### src/rtl/exe_stage_mc.sv
`default_nettype none
// ============================================================================
// exe_stage_mc : ARM execute stage with built-in EXE/MEM register, N-source
//                forwarding and an iterative radix-2^MUL_BITS multiplier.
// Rev 1.0
// ============================================================================
module exe_stage_mc #(
   parameter int NUM_FWD_SRC = 2,
   parameter int MUL_BITS    = 1,
   localparam int FWD_SEL_W  = $clog2(NUM_FWD_SRC + 1)
) (
   input  logic                      clk,
   input  logic                      rst,
   input  logic                      stall_in,
   input  logic                      flush,
   input  logic                      valid_in,
   input  logic                      wb_en_in,
   input  logic                      mem_r_en_in,
   input  logic                      mem_w_en_in,
   input  logic                      status_w_en_in,
   input  logic                      branch_taken_in,
   input  logic                      immd,
   input  logic [3:0]                exe_cmd,
   input  logic [31:0]               pc_in,
   input  logic [31:0]               val_Rn,
   input  logic [31:0]               val_Rm,
   input  logic [3:0]                dest_in,
   input  logic [23:0]               signed_immd_24,
   input  logic [11:0]               shift_operand,
   input  logic [3:0]                status_reg_in,
   input  logic [FWD_SEL_W-1:0]      fwd_sel_src1,
   input  logic [FWD_SEL_W-1:0]      fwd_sel_src2,
   input  logic [32*NUM_FWD_SRC-1:0] fwd_values,
   output logic                      busy,
   output logic                      valid_out,
   output logic                      wb_en_out,
   output logic                      mem_r_en_out,
   output logic                      mem_w_en_out,
   output logic                      status_w_en_out,
   output logic                      branch_taken_out,
   output logic [3:0]                dest_out,
   output logic [31:0]               alu_res,
   output logic [31:0]               val_Rm_out,
   output logic [31:0]               branch_address,
   output logic [3:0]                status_out
);
   localparam int STEPS = 32 / MUL_BITS;
   localparam int CNT_W = $clog2(STEPS);

   localparam logic [3:0] CMD_MOV = 4'b0001;
   localparam logic [3:0] CMD_MVN = 4'b1001;
   localparam logic [3:0] CMD_ADD = 4'b0010;
   localparam logic [3:0] CMD_ADC = 4'b0011;
   localparam logic [3:0] CMD_SUB = 4'b0100;
   localparam logic [3:0] CMD_SBC = 4'b0101;
   localparam logic [3:0] CMD_AND = 4'b0110;
   localparam logic [3:0] CMD_ORR = 4'b0111;
   localparam logic [3:0] CMD_EOR = 4'b1000;
   localparam logic [3:0] CMD_MUL = 4'b1010;

   typedef enum logic [0:0] {IDLE = 1'b0, MUL_RUN = 1'b1} state_t;

   state_t           state;
   logic [CNT_W-1:0] cnt;
   logic [31:0]      acc;
   logic [31:0]      mul_rn;
   logic [31:0]      mul_rm;
   logic [3:0]       mul_dest;
   logic             mul_wb;
   logic             mul_sw;

   logic [31:0]         src1;
   logic [31:0]         src2;
   logic [31:0]         val2;
   logic [31:0]         alu_out;
   logic [31:0]         br_addr;
   logic [32:0]         sum;
   logic                c_f;
   logic                v_f;
   logic [4:0]          shamt;
   logic [MUL_BITS-1:0] digit;
   logic [31:0]         partial;
   logic [31:0]         acc_next;
   logic                is_mul;
   logic                last;
   logic                unused_nz;

   function automatic logic [31:0] ror32(input logic [31:0] x, input logic [4:0] r);
      return (x >> r) | (x << (6'd32 - {1'b0, r}));
   endfunction

   assign is_mul    = (exe_cmd == CMD_MUL);
   assign last      = (cnt == CNT_W'(STEPS - 1));
   assign br_addr   = pc_in + {{6{signed_immd_24[23]}}, signed_immd_24, 2'b00};
   assign unused_nz = ^status_reg_in[3:2];

   // Out-of-range selects fall back to the register-file operand.
   always_comb begin
      src1 = val_Rn;
      src2 = val_Rm;
      for (int k = 1; k <= NUM_FWD_SRC; k++) begin
         if (int'(fwd_sel_src1) == k) src1 = fwd_values[32*(k-1) +: 32];
         if (int'(fwd_sel_src2) == k) src2 = fwd_values[32*(k-1) +: 32];
      end
   end

   always_comb begin
      val2 = src2;
      if (mem_r_en_in || mem_w_en_in) begin
         val2 = {20'b0, shift_operand};
      end else if (immd) begin
         val2 = ror32({24'b0, shift_operand[7:0]}, {shift_operand[11:8], 1'b0});
      end else begin
         case (shift_operand[6:5])
            2'b00:   val2 = src2 << shift_operand[11:7];
            2'b01:   val2 = src2 >> shift_operand[11:7];
            2'b10:   val2 = 32'($signed(src2) >>> shift_operand[11:7]);
            default: val2 = ror32(src2, shift_operand[11:7]);
         endcase
      end
   end

   // Subtraction is a + ~b + 1, so carry-out is already NOT borrow.
   always_comb begin
      sum     = '0;
      alu_out = '0;
      c_f     = status_reg_in[1];
      v_f     = status_reg_in[0];
      case (exe_cmd)
         CMD_MOV: alu_out = val2;
         CMD_MVN: alu_out = ~val2;
         CMD_AND: alu_out = src1 & val2;
         CMD_ORR: alu_out = src1 | val2;
         CMD_EOR: alu_out = src1 ^ val2;
         CMD_ADD, CMD_ADC: begin
            sum     = {1'b0, src1} + {1'b0, val2}
                    + ((exe_cmd == CMD_ADC) ? 33'(status_reg_in[1]) : 33'd0);
            alu_out = sum[31:0];
            c_f     = sum[32];
            v_f     = (src1[31] == val2[31]) && (sum[31] != src1[31]);
         end
         CMD_SUB, CMD_SBC: begin
            sum     = {1'b0, src1} + {1'b0, ~val2}
                    + ((exe_cmd == CMD_SUB) ? 33'd1 : 33'(status_reg_in[1]));
            alu_out = sum[31:0];
            c_f     = sum[32];
            v_f     = (src1[31] != val2[31]) && (sum[31] != src1[31]);
         end
         default: alu_out = '0;
      endcase
   end

   always_comb begin
      shamt    = 5'(int'(cnt) * MUL_BITS);
      digit    = MUL_BITS'(mul_rm >> shamt);
      partial  = (mul_rn * 32'(digit)) << shamt;
      acc_next = acc + partial;
   end

   assign busy = rst && !flush &&
                 (((state == IDLE) && valid_in && is_mul) || ((state == MUL_RUN) && !last));

   always_ff @(posedge clk) begin
      if (!rst) begin
         state            <= IDLE;
         cnt              <= '0;
         acc              <= '0;
         mul_rn           <= '0;
         mul_rm           <= '0;
         mul_dest         <= '0;
         mul_wb           <= 1'b0;
         mul_sw           <= 1'b0;
         valid_out        <= 1'b0;
         wb_en_out        <= 1'b0;
         mem_r_en_out     <= 1'b0;
         mem_w_en_out     <= 1'b0;
         status_w_en_out  <= 1'b0;
         branch_taken_out <= 1'b0;
         dest_out         <= '0;
         alu_res          <= '0;
         val_Rm_out       <= '0;
         branch_address   <= '0;
         status_out       <= '0;
      end else if (flush) begin
         state            <= IDLE;
         cnt              <= '0;
         acc              <= '0;
         valid_out        <= 1'b0;
         wb_en_out        <= 1'b0;
         mem_r_en_out     <= 1'b0;
         mem_w_en_out     <= 1'b0;
         status_w_en_out  <= 1'b0;
         branch_taken_out <= 1'b0;
      end else if (!stall_in) begin
         case (state)
            IDLE: begin
               if (valid_in && is_mul) begin
                  state            <= MUL_RUN;
                  cnt              <= '0;
                  acc              <= '0;
                  mul_rn           <= src1;
                  mul_rm           <= src2;
                  mul_dest         <= dest_in;
                  mul_wb           <= wb_en_in;
                  mul_sw           <= status_w_en_in;
                  valid_out        <= 1'b0;
                  wb_en_out        <= 1'b0;
                  mem_r_en_out     <= 1'b0;
                  mem_w_en_out     <= 1'b0;
                  status_w_en_out  <= 1'b0;
                  branch_taken_out <= 1'b0;
               end else begin
                  valid_out        <= valid_in;
                  wb_en_out        <= valid_in && wb_en_in;
                  mem_r_en_out     <= valid_in && mem_r_en_in;
                  mem_w_en_out     <= valid_in && mem_w_en_in;
                  status_w_en_out  <= valid_in && status_w_en_in;
                  branch_taken_out <= valid_in && branch_taken_in;
                  dest_out         <= dest_in;
                  alu_res          <= alu_out;
                  val_Rm_out       <= src2;
                  branch_address   <= br_addr;
                  status_out       <= {alu_out[31], (alu_out == 32'd0), c_f, v_f};
               end
            end
            MUL_RUN: begin
               acc <= acc_next;
               if (last) begin
                  state            <= IDLE;
                  cnt              <= '0;
                  valid_out        <= 1'b1;
                  wb_en_out        <= mul_wb;
                  mem_r_en_out     <= 1'b0;
                  mem_w_en_out     <= 1'b0;
                  status_w_en_out  <= mul_sw;
                  branch_taken_out <= 1'b0;
                  dest_out         <= mul_dest;
                  alu_res          <= acc_next;
                  val_Rm_out       <= mul_rm;
                  branch_address   <= '0;
                  status_out       <= {acc_next[31], (acc_next == 32'd0), status_reg_in[1:0]};
               end else begin
                  cnt              <= cnt + CNT_W'(1);
                  valid_out        <= 1'b0;
                  wb_en_out        <= 1'b0;
                  mem_r_en_out     <= 1'b0;
                  mem_w_en_out     <= 1'b0;
                  status_w_en_out  <= 1'b0;
                  branch_taken_out <= 1'b0;
               end
            end
            default: state <= IDLE;
         endcase
      end
   end

endmodule
`default_nettype wire

### config.mk
export PLATFORM = sky130hd
export DESIGN_NAME = exe_stage_mc
export DESIGN_NICKNAME = d
export VERILOG_FILES = /design/src/rtl/exe_stage_mc.sv
export SDC_FILE = /design/constraint.sdc
export NUM_CORES = 2
export LEC_CHECK = 0
export BUFFER_PORTS_ARGS = -buffer_cell sky130_fd_sc_hd__buf_2
export CAP_MARGIN = 20
export CORE_MARGIN = 2
export CORE_UTILIZATION = 30
export CTS_CLUSTER_DIAMETER = 150
export DETAILED_ROUTE_END_ITERATION = 10
export PLACE_DENSITY = 0.59
export SETUP_SLACK_MARGIN = 0.2
export SYNTH_ARGS = -nofsm -noshare
export SYNTH_HDL_FRONTEND = slang
export SYNTH_SLANG_ARGS = --single-unit
### constraint.sdc
create_clock -name clk -period 8.1 [get_ports clk]
set_clock_uncertainty 0.05 [all_clocks]
set_input_delay 0.405 -clock clk [delete_from_list [all_inputs] [get_ports clk]]
set_output_delay 0.405 -clock clk [all_outputs]
set_load 0.02 [all_outputs]
# Yosys cells after proc, flatten, opt, wreduce, memory -nomap -nowiden
# Index checks and enable logic that the tools add are counted.
dict set report word_totals {
  regBits 218
  input_bits 223
  output_inout_bits 111
  wordCells 147
}
dict set report op_classes {
  n_addsub 9
  multipliers 1
  n_eq_ne 24
  n_shift 8
  n_mux 50
  bitwise_logic 10
  n_reduce_logical 26
}
# operator count
set ops {}
lappend ops {{2-to-1 mux 32 bit} 13}
lappend ops {{case mux 32 bit (2 select lines)} 4}
lappend ops {{case mux 32 bit (7 select lines)} 1}
lappend ops {{bitwise OR 32 bit} 3}
lappend ops {{case mux 32 bit (3 select lines)} 1}
lappend ops {{adder 32 x 32 -> 33 bit} 2}
lappend ops {{adder 33 x 1 -> 33 bit} 2}
lappend ops {{adder 32 bit} 2}
lappend ops {{zero test 32 bit} 2}
lappend ops {{left shift 32 x 5 -> 32 bit} 2}
lappend ops {{bitwise AND 32 bit} 1}
lappend ops {{multiplier 32 x 1 -> 32 bit} 1}
lappend ops {{inverter 32 bit} 1}
lappend ops {{left shift 32 x 6 -> 32 bit} 1}
lappend ops {{left shift 8 x 6 -> 32 bit} 1}
lappend ops {{right shift 32 x 5 -> 1 bit} 1}
lappend ops {{right shift 32 x 5 -> 32 bit} 1}
lappend ops {{right shift 8 x 5 -> 32 bit} 1}
lappend ops {{>>> shifter 32 x 5 -> 32 bit} 1}
lappend ops {{bitwise XOR 32 bit} 1}
lappend ops {{case mux 1 bit (2 select lines)} 9}
lappend ops {{== test 4 x 3 -> 1 bit (second input constant)} 4}
lappend ops {{2-to-1 mux 4 bit} 4}
lappend ops {{case mux 4 bit (2 select lines)} 2}
lappend ops {{23 further kinds} 67}

# Depth between registers and ports, before layout
dict set report logic_depth {
  ltp_word 16
  depth_mapped 31
  mapped_depth_nobuf 26
}

# Least setup slack after synthesis
# Ideal clock, no wire load.
dict set report synth_timing {
  path_type {input to register}
  from {input port shift_operand[8]}
  to {register status_out[2]}
  setup_time_ns 0.073
  t_arrival_ns 7.522
  required_ns 7.977
  slack_ns 0.456
  path_stages 29
  n_path_buf 5
  path_cell_list {buf_2 -> inv_2 -> buf_1 -> buf_1 -> clkbuf_1 -> ha_1 -> nand2b_1 -> clkbuf_1 -> mux2i_1 -> nand4_1 -> o22ai_1 -> a21oi_1 -> o211a_1 -> or2_2 -> fa_1 -> fa_1 -> nand2b_1 -> a21oi_1 -> o21ba_2 -> a221oi_1 -> nor2_1 -> a221o_1 -> a2111oi_0 -> o2111ai_1 -> or4_1 -> or4_1 -> nor4_1 -> nand4_1 -> o22ai_2}
}
dict set report synth_between {
  elab_chain_len 13
  elab_cells_between_ends 25
  classes_between {add/sub: 6; shift: 6; mux: 6; bitwise: 6; reduce/logical: 1}
}
# element line
set synth_lines {}
lappend synth_lines {{start, declared} 29} ;# input logic [11:0] shift_operand,
lappend synth_lines {{subtractor 6 x 5 -> 6 bit} 89} ;# return (x >> r) | (x << (6'd32 - {1'b0, r}));
lappend synth_lines {{left shift 32 x 6 -> 32 bit} 89}
lappend synth_lines {{bitwise OR 32 bit} 89}
lappend synth_lines {{case mux 32 bit (3 select lines)} 114} ;# case (shift_operand[6:5])
lappend synth_lines {{2-to-1 mux 32 bit} 111} ;# end else if (immd) begin
lappend synth_lines {{2-to-1 mux 32 bit *} 109} ;# if (mem_r_en_in || mem_w_en_in) begin
lappend synth_lines {{inverter 32 bit} {131, 143}}
lappend synth_lines {{adder 32 x 32 -> 33 bit} 143} ;# sum = {1'b0, src1} + {1'b0, ~val2}
lappend synth_lines {{adder 33 x 1 -> 33 bit} 144} ;# + ((exe_cmd == CMD_SUB) ? 33'd1 : 33'(status_reg_in[1]));
lappend synth_lines {{case mux 32 bit (7 select lines) *} 129} ;# case (exe_cmd)
lappend synth_lines {{zero test 32 bit *} 223} ;# status_out <= {alu_out[31], (alu_out == 32'd0), c_f, v_f};
lappend synth_lines {{2-to-1 mux 4 bit *} 197} ;# if (valid_in && is_mul) begin
lappend synth_lines {{case mux 4 bit (2 select lines) *} 195} ;# case (state)
lappend synth_lines {{end signal, assigned} 223}
lappend synth_lines {{end signal, assigned} 241} ;# status_out <= {acc_next[31], (acc_next == 32'd0), status_reg_in[1:0]};
lappend synth_lines {{end, declared} 45} ;# output logic [3:0] status_out
# Mark *: on every way between the ends. The rest lies on a longest branch, timed or not. The select of a mux whose other input is x is not followed.
# A chain may end at the register's enable or synchronous reset.

# Final worst setup path
dict set report layout_timing {
  from {input port fwd_sel_src2[0]}
  to {register status_out[2]}
}
dict set report layout_between {
  elab_chain_len 15
  elab_cells_between_ends 24
  classes_between {add/sub: 4; eq/ne: 2; shift: 4; mux: 8; bitwise: 5; reduce/logical: 1}
}
# element line
set layout_lines {}
lappend layout_lines {{start, declared} 32} ;# input logic [FWD_SEL_W-1:0] fwd_sel_src2,
lappend layout_lines {{== test 2 bit} 103} ;# if (int'(fwd_sel_src2) == k) src2 = fwd_values[32*(k-1) +: 32];
lappend layout_lines {{2-to-1 mux 32 bit} 103}
lappend layout_lines {{2-to-1 mux 32 bit *} 103}
lappend layout_lines {{left shift 32 x 6 -> 32 bit or right shift 32 x 5 -> 32 bit (tied branches)} {89, 116}}
lappend layout_lines {{bitwise OR 32 bit} 89}
lappend layout_lines {{case mux 32 bit (3 select lines) *} 114}
lappend layout_lines {{2-to-1 mux 32 bit *} 111}
lappend layout_lines {{2-to-1 mux 32 bit *} 109}
lappend layout_lines {{inverter 32 bit} {131, 143}}
lappend layout_lines {{adder 32 x 32 -> 33 bit} 143}
lappend layout_lines {{adder 33 x 1 -> 33 bit} 144}
lappend layout_lines {{case mux 32 bit (7 select lines) *} 129}
lappend layout_lines {{zero test 32 bit *} 223}
lappend layout_lines {{2-to-1 mux 4 bit *} 197}
lappend layout_lines {{case mux 4 bit (2 select lines) *} 195}
# Marks and branches as above.

==> flow_metrics.env <==
export IMPL_cts_sinks=217
export IMPL_peakVddDrop_mv=0.141
export IMPL_cts_tree="yes"
export IMPL_required_ns=8.53
export IMPL_tns_ns=0
export IMPL_drive_above_1_share_pct=23.0
export IMPL_insertion_delay_ns=0.56
export IMPL_tightestPinTransition_ns=1.23
export IMPL_p_int_mw=2.77
export IMPL_drc=0
export IMPL_track_usage_pct=30.0
export IMPL_vias_per_cell=6.21
export IMPL_swShare_pct=43.3
export IMPL_rows=113
export IMPL_wire_per_inst_um=27.8
export IMPL_routabilityCongestion=1.09
export IMPL_clockBufferDepth=3
export IMPL_final_antenna_net_count=0
export IMPL_gr_total_overflow=0
export IMPL_p_sw_mw=2.11
export IMPL_fin_worst_hold_slack_ns=0.0784
export IMPL_drt_pass1_iter_count=8
export IMPL_rsz0062_at_grt="no"
export IMPL_hold_class="in2reg"
export IMPL_num_vias=34723
export IMPL_grt_pass1_vias=31888
export IMPL_numCtsBuffers=25
export IMPL_status="finished clean"
export IMPL_multi_input_area_sq_mm=0.0229
export IMPL_syn_area_per_cell_sq_um=7.46
export IMPL_cellPowerDensity_mw_per_mm2=140
export IMPL_end_kind="register"
export IMPL_core_area_sq_mm=0.0953
export IMPL_fmax_mhz=135
export IMPL_ys_seq_area_share_pct=15.0
export IMPL_drv_cap=0
export IMPL_cts_setup_buffers=0
export IMPL_grt_pass1_wl_um=222000
export IMPL_syn_num_nets=4266
export IMPL_cts_clk_slew_worst_paths_ns=0.06
export IMPL_slew_headroom_pct=17.3
export IMPL_dp_hpwl_um=125000
export IMPL_die_h_um=314
export IMPL_synth_cell_types=90
export IMPL_pwr_share_clk_pct=25.5
export IMPL_crit_type="in2reg"
export IMPL_finalCritPeriodShare_pct=91.7
export IMPL_place_inst=5538
export IMPL_pin_count=334
export IMPL_worstPathArrival_ns=7.86
export IMPL_grt_max_degree=110
export IMPL_synth_ff_type="dfxtp_1"
export IMPL_pwr_share_seq_pct=23.2
export IMPL_cp_start_kind="input pin"
export IMPL_slew_violations=0
export IMPL_cts_max_level=1
export IMPL_ys_ff_latch=217
export IMPL_worst_path_max_fanout=13
export IMPL_syn_area_sq_mm=0.0289
export IMPL_start_util_pct=30.3
export IMPL_p_leak_nw=14.9
export IMPL_cts_root_buf="clkbuf_16"
export IMPL_synth_warnings=0
export IMPL_synthCells=3877
export IMPL_synth_edf_count=0
export IMPL_wirelength_um=155000
export IMPL_finalSetupViolCount=0
export IMPL_nFillCells=10192
export IMPL_final_nets=4694
export IMPL_p_comb_share_pct=51.4
export IMPL_drt_iter0_markers=4628
export IMPL_portBuffers=331
export IMPL_die_area_sq_mm=0.0989
export IMPL_register_area_sq_mm=0.00435
export IMPL_synthArstFlopShare_pct=0
export IMPL_fin_crit_ns=7.43
export IMPL_antenna_found_initial=11
export IMPL_die_w_um=314
export IMPL_hold_violations=0
export IMPL_area_growth_pct=20.6
export IMPL_finalNonFillerCells=5593
-- per-layer routing --
metal | up-vias | global-route usage (%) | part of all wire [%]
li1 | 15446 | - | -
met1 | 16602 | 40.2 | 41
met2 | 2204 | 44.0 | 41
met3 | 465 | 6.92 | 10
met4 | 6 | 17.1 | 7.0
met5 | - | 0 | 0.023
-- registers in the layout, summed over array words and instances, names as in the netlist --
signal,flops
mul_wb,1
mul_rn,32
branch_address,32
mul_rm,32
mul_sw,1
branch_taken_out,1
wb_en_out,1
cnt,5
state,1
mem_r_en_out,1
status_out,3
status_w_en_out,1
mul_dest,4
val_Rm_out,32
valid_out,1
dest_out,4
alu_res,32
acc,32
mem_w_en_out,1
-- cell usage in the layout (no fill, tap or decap), types with 68 or more instances in the layout --
cell      instances
and2_1          104
mux4_2           95
inv_1           126
o211ai_1         82
nand2_1         400
ha_1            160
nor2b_1          70
o21ai_0         292
a211oi_1         70
a21oi_1         242
dfxtp_1         214
buf_2           328
a22oi_1          68
mux2i_1         184
nor2_1          346
buf_4           379
nor3_1           90
-- cell usage after synthesis, types with 23 or more instances --
cell | n | area, sq um
a21oi_1 | 242 | 1210
buf_2 | 23 | 115
o221ai_1 | 36 | 315
nand3_1 | 57 | 285
o21bai_1 | 29 | 218
ha_1 | 160 | 2000
o22ai_1 | 65 | 407
o211a_1 | 42 | 420
o21a_1 | 23 | 173
xnor2_1 | 50 | 438
o22a_1 | 42 | 368
buf_1 | 38 | 143
mux2i_1 | 184 | 1840
a21o_1 | 49 | 368
a22oi_1 | 68 | 510
nand2b_1 | 40 | 250
mux4_2 | 95 | 2140
inv_1 | 126 | 473
o31ai_1 | 26 | 195
dfxtp_1 | 217 | 4340
a221oi_1 | 32 | 280
nor2_1 | 348 | 1310
a211oi_1 | 72 | 541
o211ai_1 | 82 | 616
nor3_1 | 91 | 455
a31oi_1 | 30 | 188
a21boi_0 | 35 | 263
clkbuf_1 | 247 | 927
nor2b_1 | 70 | 438
o21ai_0 | 295 | 1480
and2_1 | 104 | 651
nand2_1 | 400 | 1500
mux2_2 | 61 | 687
-- kinds of logic after synthesis --
logic type,share of synthesized area [%]
AO/OA/AOI/OAI,32.6
AND/OR/NAND/NOR,20.6
buffers and inverters,6.10
multiplexers,16.3
flip-flops,15.0
adder cells (fa/ha/maj),7.34
XOR/XNOR,2.00
-- power groups by stage --
stage | Sequential (mW) | Combinational, mW | Clock, mW
global placement | 1.15 | 2.38 | 0
detailed placement | 1.15 | 2.38 | 0
finish | 1.13 | 2.51 | 1.24
CTS | 1.13 | 2.40 | 1.25
floorplan | 1.19 | 1.27 | 0
global route | 1.13 | 2.60 | 1.30
-- worst max-delay path, cell delays in order --
cell       delay, ns
buf_2           0.31
buf_4           0.23
xor2_1          0.19
buf_4           0.20
o221a_2         0.28
mux4_2          0.31
o22ai_1         0.09
or4_1           0.60
o211a_1         0.28
or2_2           0.35
buf_4           0.15
fa_1            0.41
fa_1            0.46
nand2b_1        0.10
a21oi_1         0.11
o21ba_2         0.23
a221oi_1        0.29
nor2_1          0.09
a221o_1         0.37
a2111oi_0       0.41
buf_4           0.20
o2111ai_1       0.11
or4_1           0.47
or4_1           0.43
nor4_2          0.37
buf_4           0.17
nand4_1         0.10
o22ai_2         0.12
-- per-stage QoR --
| step | utilization (%) | cell area, sq um | setup WS (ns) | power (mW) |
|---|---|---|---|---|
| finish | 36.6 | 34900 | 0.672 | 4.88 |
| global placement | 35.6 | 33900 | 0.0743 | 3.54 |
| detailed placement | 35.6 | 33900 | 0.00762 | 3.54 |
| CTS | 36.5 | 34800 | 0.556 | 4.78 |
| global route | 36.6 | 34900 | 0.280 | 5.04 |
| floorplan | - | 28900 | 0.456 | 2.46 |
-- path summary, 6_finish.rpt --
| path | from | end | cells past startpoint | slack (ns) |
|---|---|---|---|---|
| worst max-delay path | fwd_sel_src2[0] | status_out[2] | 28 | 0.67 |
| worst min-delay path | status_w_en_in | mul_sw | 3 | 0.08 |
| worst max register to register | cnt[0] | status_out[2] | 22 | 0.77 |
| worst min register to register | alu_res[26] | alu_res[26] | 2 | 0.41 |
-- timing repair --
action                     CTS  global route
hold buffers                 0             0
setup endpoints to repair    0             1
gates resized for setup      0             4
-- cell type report --
type | instances | share of cell area, %
Antenna cell | 5 | 0.0359
Multi-Input combinational cell | 3210 | 65.7
Timing Repair Buffer | 718 | 13.3
Sequential cell | 217 | 12.5
Clock buffer | 31 | 1.94
Tap cell | 1265 | 4.54
Inverter | 133 | 1.43
Clock inverter | 14 | 0.592
No activity file was read; power rests on OpenSTA's default activity.
